==> config.mk <==
export PLATFORM = sky130hd
export DESIGN_NAME = mem_port_arbiter
export DESIGN_NICKNAME = d
export VERILOG_FILES = /design/src/rtl/mem_arb_pkg.sv /design/src/rtl/mem_arb_select.sv /design/src/rtl/mem_port_arbiter.sv
export SDC_FILE = /design/constraint.sdc
export NUM_CORES = 1
export LEC_CHECK = 0
export BUFFER_PORTS_ARGS = -buffer_cell sky130_fd_sc_hd__buf_2
export CORE_UTILIZATION = 42
export DETAILED_ROUTE_END_ITERATION = 7
export GPL_TIMING_DRIVEN = 0
export PLACE_DENSITY = 0.81
export SLEW_MARGIN = 20
export SYNTH_ARGS = -nofsm -noshare
export SYNTH_HDL_FRONTEND = slang
export SYNTH_SLANG_ARGS = --single-unit
==> constraint.sdc <==
create_clock -name clk_i -period 2.4 [get_ports clk_i]
set_input_delay 0.12 -clock clk_i [delete_from_list [all_inputs] [get_ports clk_i]]
set_output_delay 0.12 -clock clk_i [all_outputs]
set_load 0.03 [all_outputs]
==> src/rtl/mem_arb_pkg.sv <==
// Shared types and defaults for the BRAM port-A arbiter.
package mem_arb_pkg;

  // Requester identifiers; REQ_NONE doubles as "no outstanding read".
  typedef enum logic [1:0] {
    REQ_F    = 2'd0,
    REQ_LS   = 2'd1,
    REQ_IO   = 2'd2,
    REQ_NONE = 2'd3
  } req_id_e;

  // Arbiter state: IDLE (no access), GRANT (access issued), LOCKED (ls owns port).
  typedef enum logic [1:0] {
    ST_IDLE   = 2'd0,
    ST_GRANT  = 2'd1,
    ST_LOCKED = 2'd2
  } arb_state_e;

  localparam int unsigned DEF_STARVE_LIMIT = 32'd4;

endpackage

==> src/rtl/mem_arb_select.sv <==
// Combinational winner pick for the BRAM port arbiter.
module mem_arb_select
  import mem_arb_pkg::*;
(
  input  logic    f_req_i,
  input  logic    ls_req_i,
  input  logic    io_req_i,
  input  logic    io_starved_i,
  input  logic    locked_i,
  output req_id_e win_o
);

  // Lock owner only while locked; otherwise starved io first, then ls > fetch > io.
  always_comb begin
    win_o = REQ_NONE;
    if (locked_i) begin
      if (ls_req_i) begin
        win_o = REQ_LS;
      end else begin
        win_o = REQ_NONE;
      end
    end else if (io_starved_i && io_req_i) begin
      win_o = REQ_IO;
    end else if (ls_req_i) begin
      win_o = REQ_LS;
    end else if (f_req_i) begin
      win_o = REQ_F;
    end else if (io_req_i) begin
      win_o = REQ_IO;
    end else begin
      win_o = REQ_NONE;
    end
  end

endmodule

==> src/rtl/mem_port_arbiter.sv <==
// Registered priority-plus-aging arbiter sharing BRAM port A between
// fetch, load/store and an I/O master, with an ls lock for RMW sequences.
module mem_port_arbiter
  import mem_arb_pkg::*;
#(
  parameter int unsigned ADDR_W       = 32'd16,
  parameter int unsigned DATA_W       = 32'd16,
  parameter int unsigned STARVE_LIMIT = DEF_STARVE_LIMIT
) (
  input  logic              clk_i,
  input  logic              rst_ni,
  input  logic              f_req_i,
  input  logic [ADDR_W-1:0] f_addr_i,
  input  logic              ls_req_i,
  input  logic [ADDR_W-1:0] ls_addr_i,
  input  logic              ls_we_i,
  input  logic [DATA_W-1:0] ls_wdata_i,
  input  logic              ls_lock_i,
  input  logic              io_req_i,
  input  logic [ADDR_W-1:0] io_addr_i,
  input  logic              io_we_i,
  input  logic [DATA_W-1:0] io_wdata_i,
  output logic              f_gnt_o,
  output logic              ls_gnt_o,
  output logic              io_gnt_o,
  output logic              f_rvalid_o,
  output logic              ls_rvalid_o,
  output logic              io_rvalid_o,
  output logic [DATA_W-1:0] rdata_o,
  output logic [ADDR_W-1:0] mem_addr_o,
  output logic [DATA_W-1:0] mem_wdata_o,
  output logic              mem_we_o,
  input  logic [DATA_W-1:0] mem_rdata_i,
  output logic              locked_o
);

  localparam logic [3:0] AGE_LIMIT = 4'(STARVE_LIMIT);

  arb_state_e        state_q;
  req_id_e           owner_q;
  req_id_e           win_id;
  logic [3:0]        io_age_q;
  logic [2:0]        gnt_q;
  logic [2:0]        rvalid_q;
  logic [ADDR_W-1:0] mem_addr_q;
  logic [DATA_W-1:0] mem_wdata_q;
  logic              mem_we_q;

  mem_arb_select u_select (
    .f_req_i      (f_req_i),
    .ls_req_i     (ls_req_i),
    .io_req_i     (io_req_i),
    .io_starved_i (io_age_q == AGE_LIMIT),
    .locked_i     (state_q == ST_LOCKED),
    .win_o        (win_id)
  );

  // Issue the winning access on mem_*, track the outstanding read, age io and run the lock FSM.
  always_ff @(posedge clk_i or negedge rst_ni) begin
    if (!rst_ni) begin
      state_q     <= ST_IDLE;
      owner_q     <= REQ_NONE;
      io_age_q    <= 4'd0;
      gnt_q       <= 3'b000;
      rvalid_q    <= 3'b000;
      mem_addr_q  <= '0;
      mem_wdata_q <= '0;
      mem_we_q    <= 1'b0;
    end else begin
      gnt_q    <= 3'b000;
      mem_we_q <= 1'b0;
      owner_q  <= REQ_NONE;

      // Read issued last cycle returns now; owner tag says whose it is.
      rvalid_q[0] <= (owner_q == REQ_F);
      rvalid_q[1] <= (owner_q == REQ_LS);
      rvalid_q[2] <= (owner_q == REQ_IO);

      // io waits age toward promotion; a grant or a dropped request restarts the count.
      if (io_req_i && (win_id != REQ_IO)) begin
        if (io_age_q < AGE_LIMIT) begin
          io_age_q <= io_age_q + 4'd1;
        end else begin
          io_age_q <= io_age_q;
        end
      end else begin
        io_age_q <= 4'd0;
      end

      case (win_id)
        REQ_F: begin
          gnt_q[0]   <= 1'b1;
          mem_addr_q <= f_addr_i;
          owner_q    <= REQ_F;
          state_q    <= ST_GRANT;
        end
        REQ_LS: begin
          gnt_q[1]   <= 1'b1;
          mem_addr_q <= ls_addr_i;
          mem_we_q   <= ls_we_i;
          if (ls_we_i) begin
            mem_wdata_q <= ls_wdata_i;
            owner_q     <= REQ_NONE;
          end else begin
            owner_q     <= REQ_LS;
          end
          state_q <= ls_lock_i ? ST_LOCKED : ST_GRANT;
        end
        REQ_IO: begin
          gnt_q[2]   <= 1'b1;
          mem_addr_q <= io_addr_i;
          mem_we_q   <= io_we_i;
          if (io_we_i) begin
            mem_wdata_q <= io_wdata_i;
            owner_q     <= REQ_NONE;
          end else begin
            owner_q     <= REQ_IO;
          end
          state_q <= ST_GRANT;
        end
        default: begin
          // No access: the lock survives idle cycles, otherwise fall back to IDLE.
          state_q <= (state_q == ST_LOCKED) ? ST_LOCKED : ST_IDLE;
        end
      endcase
    end
  end

  assign f_gnt_o     = gnt_q[0];
  assign ls_gnt_o    = gnt_q[1];
  assign io_gnt_o    = gnt_q[2];
  assign f_rvalid_o  = rvalid_q[0];
  assign ls_rvalid_o = rvalid_q[1];
  assign io_rvalid_o = rvalid_q[2];
  assign rdata_o     = mem_rdata_i;
  assign mem_addr_o  = mem_addr_q;
  assign mem_wdata_o = mem_wdata_q;
  assign mem_we_o    = mem_we_q;
  assign locked_o    = (state_q == ST_LOCKED);

endmodule

==> results of run 1 <==
[layout make-up]
cell class	count	area share
Tap cell	70	0.0268
Clock inverter	2	0.00383
Sequential cell	47	0.361
Inverter	8	0.00997
Clock buffer	6	0.0222
Buffer	25	0.0529
Multi-Input combinational cell	116	0.299
Timing Repair Buffer	144	0.224
[power by group through the flow]
stage	combinational, W	clock (W)	sequential (W)
6_report	0.000748	0.000446	0.000966
5_1_grt	0.000800	0.000500	0.000984
4_1_cts	0.000755	0.000470	0.000968
3_5_place_dp	0.000751	0	0.000983
3_3_place_gp	0.000737	0	0.000974
2_1_floorplan	0.000279	0	0.00119
[logic make-up after synthesis]
family | after synthesis | synth area share
muxes | 48 | 0.233
DFF | 47 | 0.499
AOI/OAI and AO/OA | 44 | 0.121
buffers and inverters | 33 | 0.0870
and+or+nand+nor | 21 | 0.0445
adders and majority gates | 2 | 0.0106
xor gates and xnor gates | 1 | 0.00371
[stage by stage]
step | cells | hold slack (ns) | util | setup TNS [ns] | area, sq um
floorplan | 196 | -0.176 | - | 0 | 2360
global placement | 408 | 0.354 | 0.599 | 0 | 3160
detailed placement | 408 | 0.347 | 0.599 | -0.0602 | 3160
CTS | 417 | 0.0268 | 0.617 | 0 | 3250
global route | 418 | 0.0860 | 0.619 | 0 | 3260
finish | 418 | 0.0702 | 0.619 | 0 | 3260
[how the worst min path moves through the flow]
stage | start | end
final | ls_we_i | owner_q[1]$_DFF_PN1_
after floorplan | rst_ni | gnt_q[0]$_DFF_PN0_
after detailed placement | rst_ni | mem_addr_o[1]$_DFFE_PN0P_
after global placement | rst_ni | mem_addr_o[1]$_DFFE_PN0P_
after CTS | rst_ni | mem_addr_o[1]$_DFFE_PN0P_
after global routing | ls_we_i | owner_q[1]$_DFF_PN1_
[cell usage in the layout (no fill, tap or decap), types with 2 or more instances in the layout]
cell type	instances
buf_4	18
mux2_4	8
nor2_1	9
buf_2	144
nand2_1	3
inv_1	7
and2_1	2
dfstp_2	2
clkbuf_1	4
dfrtp_1	45
mux2_2	24
clkbuf_8	5
o21ai_0	3
nor2b_1	2
ha_1	2
a21oi_1	20
o22ai_1	16
mux2i_1	16
buf_6	2
[state kept, by name, indices dropped and copies added, names as in the netlist]
register     cells
gnt_q            3
state_q          2
mem_addr_o      16
rvalid_q         3
mem_we_o         1
io_age_q         4
owner_q          2
mem_wdata_o     16
[per-layer routing]
metal | wire, um | share of wire
met4 | 46 | 0.0084
met1 | 2040 | 0.37
met3 | 452 | 0.083
met2 | 2930 | 0.54
met5 | 0 | 0
[timing repair]
| item | in CTS | in global routing |
|---|---|---|
| resized for setup | 0 | 0 |
| hold endpoints to repair | 0 | 45 |
| setup buffers | 1 | 0 |
| hold buffers | 0 | 1 |
| endpoints found under the setup margin | 9 | 0 |
[tightest hold or removal path, stage by stage]
cell	delay, ns
buf_2	0.12
inv_1	0.04
o21ai_0	0.07
==> key figures, run 1 <==
Job
  • Total of max-cap violations: 0

Drt
  • DRT Pass-1 Iters: 4
  • Vias: 2028
  • Antenna Nets Post-Route: 0
  • Post-Route WL: ~5500 um
  • Wire per inst: 13.1 um
  • Vias per cell: between 4 and 5
  • Initial DRC Count: 66
  • DRC Markers: 0

Global routing
  • Largest net degree at the start of global routing: between 40 and 50
  • GRT Util Overall: 0.189
  • GRT overflow: 0
  • Met1 GRT Util: 0.207
  • Global-route wire length before repair: 8980 um
  • Met3 Use GR: 0.0512
  • Vias in the first global route: 2050
  • Initial antenna violation count: 0
  • Grt peak-use layer: met2
  • Met2 Track Usage GR: 0.359

Clock tree
  • Clock transition at the registers of the reported paths: 0.08 ns
  • CTS Buf Count: 5
  • Clock latency on the worst-skew pair: about 0.29 ns
  • CTS tree: done
  • CTS Sinks: 47
  • CTS Buffer Depth: 2
  • H-tree levels: 2
  • CTS root buf: clkbuf_8

STA
  • Fin. max-slew vios: 0
  • Max Fclk: 0.445 GHz
  • Hold Vio Cnt, Final: 0
  • Slew margin rel.: 0.497
  • Final WS setup: 0.155 ns
  • RSZ-0062 raised after global routing: false
  • # setup viols final: 0
  • Final min period: between 2 and 2.5 ns
  • Final Cycle Share: 0.935
  • Clock Skews: 0.00462 ns
  • Slew @ Worst Pin: 0.751 ns

Synthesis
  • Sequential share of the synthesized area: 0.499
  • Mapped Avg Cell Area: 12.0 sq um
  • Largest area contributor in the netlist: dfrtp_1
  • Mapped cell area: 2360 sq um
  • Syn nets: 302
  • Yosys reg bits: 47
  • Predominant post-synthesis flop cell: dfrtp_1
  • Synth Warn #: 0
  • Largest cells by area after synthesis: dfrtp_1 48%, mux2_2 11%, mux2i_1 6.8%
  • Most common cell in the netlist: dfrtp_1
  • Post-synth top cells: 45 x dfrtp_1, 24 x mux2_2, 20 x a21oi_1
  • Number of flops mapped to enable cells by yosys: 0
  • Synth unique cells: 31
  • Synth top area share: 0.477
  • Post-Synthesis Cells: 196
  • Asr flop ratio synth: 1.00

Power
  • Leak: 1.67 nW
  • Worst vdd ir: approximately 420 uV
  • Clock power share: 0.207
  • Internal Pwr Total: 0.00141 W
  • Sw power: 0.000751 W
  • Comb pwr share: 0.346
  • Total Power: 0.00216 W
  • Flop pwr share: 0.447
  • Sw frac: 0.348
  • Power density cells: 662 nW/um^2

Worst setup path
  • Crit-path max FO: 10
  • Kind of critical path: register to register
  • Startpoint types: register
  • RR Endpoint: mem_wdata_o[5]$_DFFE_PN0P_
  • WP data arrival: 2.42 ns
  • Reg-to-reg startpoint: io_age_q[0]$_DFFE_PN0P_
  • Crit path cell chain: inv_1 -> ha_1 -> and3b_4 -> o211ai_4 -> inv_4 -> a32oi_4 -> buf_4 -> mux2_2
  • Slowest CP cell: dfrtp_1
  • CP Capture Type: register
  • Worst reg2reg setup slack: around 0.15 ns
  • Reg2Reg Depth: 8
  • Worst setup startpoint: io_age_q[0]$_DFFE_PN0P_
  • Buffers plus inverters on the worst setup path: 3
  • Capture point of the critical path: mem_wdata_o[5]$_DFFE_PN0P_
  • Largest delay share family, worst path: compound AO/OA/AOI/OAI gates
  • Req. time, crit path: about 2.6 ns
  • Worst path depth: 8
  • Critical path's largest stage delay: between 0.3 and 0.4 ns

Layout
  • Ratio of cells with drive above 1 in the final layout: 0.601
  • Final net count: 453
  • Reg area: 1180 sq um
  • # diodes: 0
  • Area growth from synthesis to layout: 38.3%
  • Area of the multi-input gates: 976 sq um
  • Filler cell count: around 450

Placement
  • DPL Wire Length: 4290 um
  • Port bufs: 142
  • Pre-CTS setup slack: -0.0190 ns
  • GP Congestion: ~0.77

Status
  • Outcome: complete, no violations

Hold path
  • Min-Delay Path Class: input port to register
  • Cell count of the worst hold path: 3

Die
  • DIE AREA: 5920 sq um
  • Die Y: 77.0 um
  • Die span in x: approximately 77 um
  • Initial cell density of the core: 0.448
  • IO Count: 160
  • Core Rows: 26
  • Core Area: around 5300 sq um
(Power assumes the default switching activity.)
==> inputs of run 2 (changes only) <==
--- a/config.mk
+++ b/config.mk
@@ -6,11 +6,13 @@
 export NUM_CORES = 1
 export LEC_CHECK = 0
 export BUFFER_PORTS_ARGS = -buffer_cell sky130_fd_sc_hd__buf_2
-export CORE_UTILIZATION = 42
+export CORE_UTILIZATION = 43
 export DETAILED_ROUTE_END_ITERATION = 7
 export GPL_TIMING_DRIVEN = 0
 export PLACE_DENSITY = 0.81
+export RECOVER_POWER = 50
 export SLEW_MARGIN = 20
 export SYNTH_ARGS = -nofsm -noshare
 export SYNTH_HDL_FRONTEND = slang
+export SYNTH_HIERARCHICAL = 1
 export SYNTH_SLANG_ARGS = --single-unit
==> key figures, run 2 <==
Status
  • Outcome: complete, no violations

Drt
  • Post-Route WL: 6660 um
  • Initial DRC Count: 83
  • DRC Markers: 0
  • Vias per cell: between 5 and 6
  • Wire per inst: 14.5 um
  • Antenna Nets Post-Route: 0
  • Vias: 2341
  • DRT Pass-1 Iters: 4

Global routing
  • Vias in the first global route: approximately 2.2k
  • Largest net degree at the start of global routing: 48
  • GRT overflow: 0
  • Global-route wire length before repair: between 10000 and 15000 um
  • Initial antenna violation count: 0
  • GRT Util Overall: 0.225

Layout
  • Design area: 3720 sq um
  • Commonest non-fill, non-tap cell in the layout: buf_2
  • Area growth from synthesis to layout: 46.3%
  • Commonest cells after routing, fill and taps aside: 127 x buf_2, 45 x dfrtp_1, 28 x buf_4
  • Ratio of cells with drive above 1 in the final layout: 0.576
  • # diodes: 0
  • Cell Count, Final, Fillers Out: 459
  • Final net count: 499

STA
  • # setup viols final: 0
  • Fin. max-slew vios: 0
  • RSZ-0062 raised after global routing: true
  • Hold Vio Cnt, Final: 0
  • Final Cycle Share: 0.989
  • Final WS setup: 0.0255 ns
  • Final min period: 2.37 ns
  • Slew @ Worst Pin: about 1.2 ns
  • Slew margin rel.: 0.233
  • Clock Skews: 0.00997 ns
  • Max Fclk: approximately 0.42 GHz

Clock tree
  • CTS tree: done
  • CTS root buf: clkbuf_8
  • Clock latency on the worst-skew pair: roughly 0.30 ns
  • Clock transition at the registers of the reported paths: 0.08 ns
  • CTS Buf Count: 5
  • CTS Buffer Depth: 2
  • CTS Sinks: 47
  • H-tree levels: 2

Synthesis
  • Post-Synth Adder-Cell Area: 0.0443
  • Post-Synthesis Cells: 229
  • Most common cell in the netlist: dfrtp_1
  • Post-synthesis mux area share: 0.146
  • Asr flop ratio synth: 1.00
  • Synth unique cells: 33
  • Synth Area in Compound Gates: 0.183
  • Yosys reg bits: 47
  • Mapped Avg Cell Area: 11.1 sq um
  • Post-synth top cells: 45 x dfrtp_1, 22 x mux2_2, 21 x nor2_1
  • XOR/XNOR Fraction of Synth Area: 0
  • Sequential share of the synthesized area: 0.464
  • Mapped cell area: 2540 sq um
  • Simple-gate share of the synthesized area: 0.0753
  • Largest cells by area after synthesis: dfrtp_1 44%, mux2_2 9.7%, a22oi_1 5.0%
  • Predominant post-synthesis flop cell: dfrtp_1
  • Syn nets: 342
  • Largest family of logic cells by synthesized area: compound AO/OA/AOI/OAI gates
  • Largest area contributor in the netlist: dfrtp_1
  • Synth top area share: 0.443
  • Number of flops mapped to enable cells by yosys: 0
  • Synth Warn #: 6

Worst setup path
  • CP Capture Type: register
  • Critical path's largest stage delay: 0.37 ns
  • Buffers plus inverters on the worst setup path: 3
  • Kind of critical path: register to register
  • Req. time, crit path: around 2.6 ns
  • Crit path cell chain: inv_2 -> ha_2 -> and3_4 -> nand2b_4 -> a32oi_4 -> inv_4 -> ha_4 -> mux2i_2 -> a21oi_4 -> buf_6 -> mux2_4
  • Slowest CP cell: dfrtp_1
  • Startpoint types: register
  • WP data arrival: 2.56 ns
  • Largest delay share family, worst path: compound AO/OA/AOI/OAI gates
  • Crit-path max FO: 6

Die
  • Core Area: 5610 sq um
  • Die span in x: 78.9 um
  • DIE AREA: 6220 sq um
  • Die Y: 78.9 um
  • IO Count: 160
  • Initial cell density of the core: 0.453
  • Core Rows: 27

Placement
  • Placed Area: 3440 sq um
  • GP Congestion: 0.774
  • DPL Wire Length: 4790 um
  • Pre-CTS setup slack: -0.339 ns
  • Port bufs: 143
  • Placed cell count: 444

Power
  • Power density cells: ~820 nW/um^2
  • Leak: 1.92 nW
  • Total Power: just over 0.003 W
  • Worst vdd ir: 460 uV

Job
  • Total of max-cap violations: 0

Hold path
  • Min-Delay Path Class: input port to register
[run 2: cell types whose count changed after synthesis, sizes merged, moves of 7 or more]
cell,change
a22oi,+17
a211oi,+16
a21o,+16
a21oi,-15
mux2i,-15
o22ai,-15
nor2,+12
ha,+7
[run 2: what timing repair did]
action | 4_1_cts | 5_1_grt
resized for setup | 19 | 20
hold endpoints to repair | 0 | 45
pin swaps | 2 | 3
hold buffers | 0 | 1
setup buffers | 4 | 4
setup endpoints to repair | 36 | 36
[run 2: cell type report]
| type | instances | area [sq um] |
|---|---|---|
| Buffer | 29 | 226 |
| Clock buffer | 6 | 82.6 |
| Clock inverter | 2 | 35.0 |
| Fill cell | 450 | 1890 |
| Inverter | 8 | 32.5 |
| Multi-Input combinational cell | 143 | 1300 |
| Sequential cell | 47 | 1180 |
| Tap cell | 72 | 90.1 |
| Timing Repair Buffer | 152 | 769 |
[run 2: logic make-up (layout without fill, tap and decap cells)]
group	Yosys count	in the layout
AOI/OAI and AO/OA	62	62
adders and majority gates	9	9
buffers and inverters	39	197
DFF	47	47
muxes	33	33
and+or+nand+nor	39	39
[run 2: per-layer routing]
layer | global-route usage | part of all wire
met5 | 0 | 0
met2 | 0.369 | 0.50
met1 | 0.301 | 0.42
met4 | 0.0745 | 0.021
met3 | 0.0425 | 0.053
[run 2: metrics by stage]
stage | hold slack [ns] | utilization | setup TNS, ns
4_1_cts | 0.0411 | 0.651 | -0.466
3_5_place_dp | 0.373 | 0.614 | -7.52
2_1_floorplan | -0.176 | - | 0
6_report | 0.0829 | 0.663 | 0
5_1_grt | 0.100 | 0.663 | -1.23
3_3_place_gp | 0.362 | 0.614 | -5.88
[run 2: worst reg2reg max path, delay by kind of cell, from the launching register on]
kind / cells / cell delay (ns)
AO/OA/AOI/OAI: 2 / 0.47
adder cells (fa/ha/maj): 2 / 0.36
buffers and inverters: 3 / 0.30
flip-flops: 1 / 0.37
multiplexers: 2 / 0.47
AND/OR/NAND/NOR: 2 / 0.28
[run 2: worst paths after layout]
path	start	to	slack (ns)	depth (start not counted)
max	io_age_q[0]$_DFFE_PN0P_	mem_wdata_o[3]$_DFFE_PN0P_	0.03	11
min	ls_lock_i	state_q[1]$_DFF_PN0_	0.08	3
max reg2reg	io_age_q[0]$_DFFE_PN0P_	mem_wdata_o[3]$_DFFE_PN0P_	0.03	11
min reg2reg	mem_addr_o[9]$_DFFE_PN0P_	mem_addr_o[9]$_DFFE_PN0P_	0.48	1
max in group asynchronous	rst_ni	mem_addr_o[7]$_DFFE_PN0P_	1.07	2
min in group asynchronous	rst_ni	io_age_q[3]$_DFFE_PN0P_	0.63	2
[run 2: power breakdown]
part	switching (W)	total, W	internal (W)
clock network	0.000263	0.000601	0.000337
logic	0.000793	0.00136	0.000566
registers	0.000102	0.00109	0.000988
total	0.00116	0.00305	0.00189
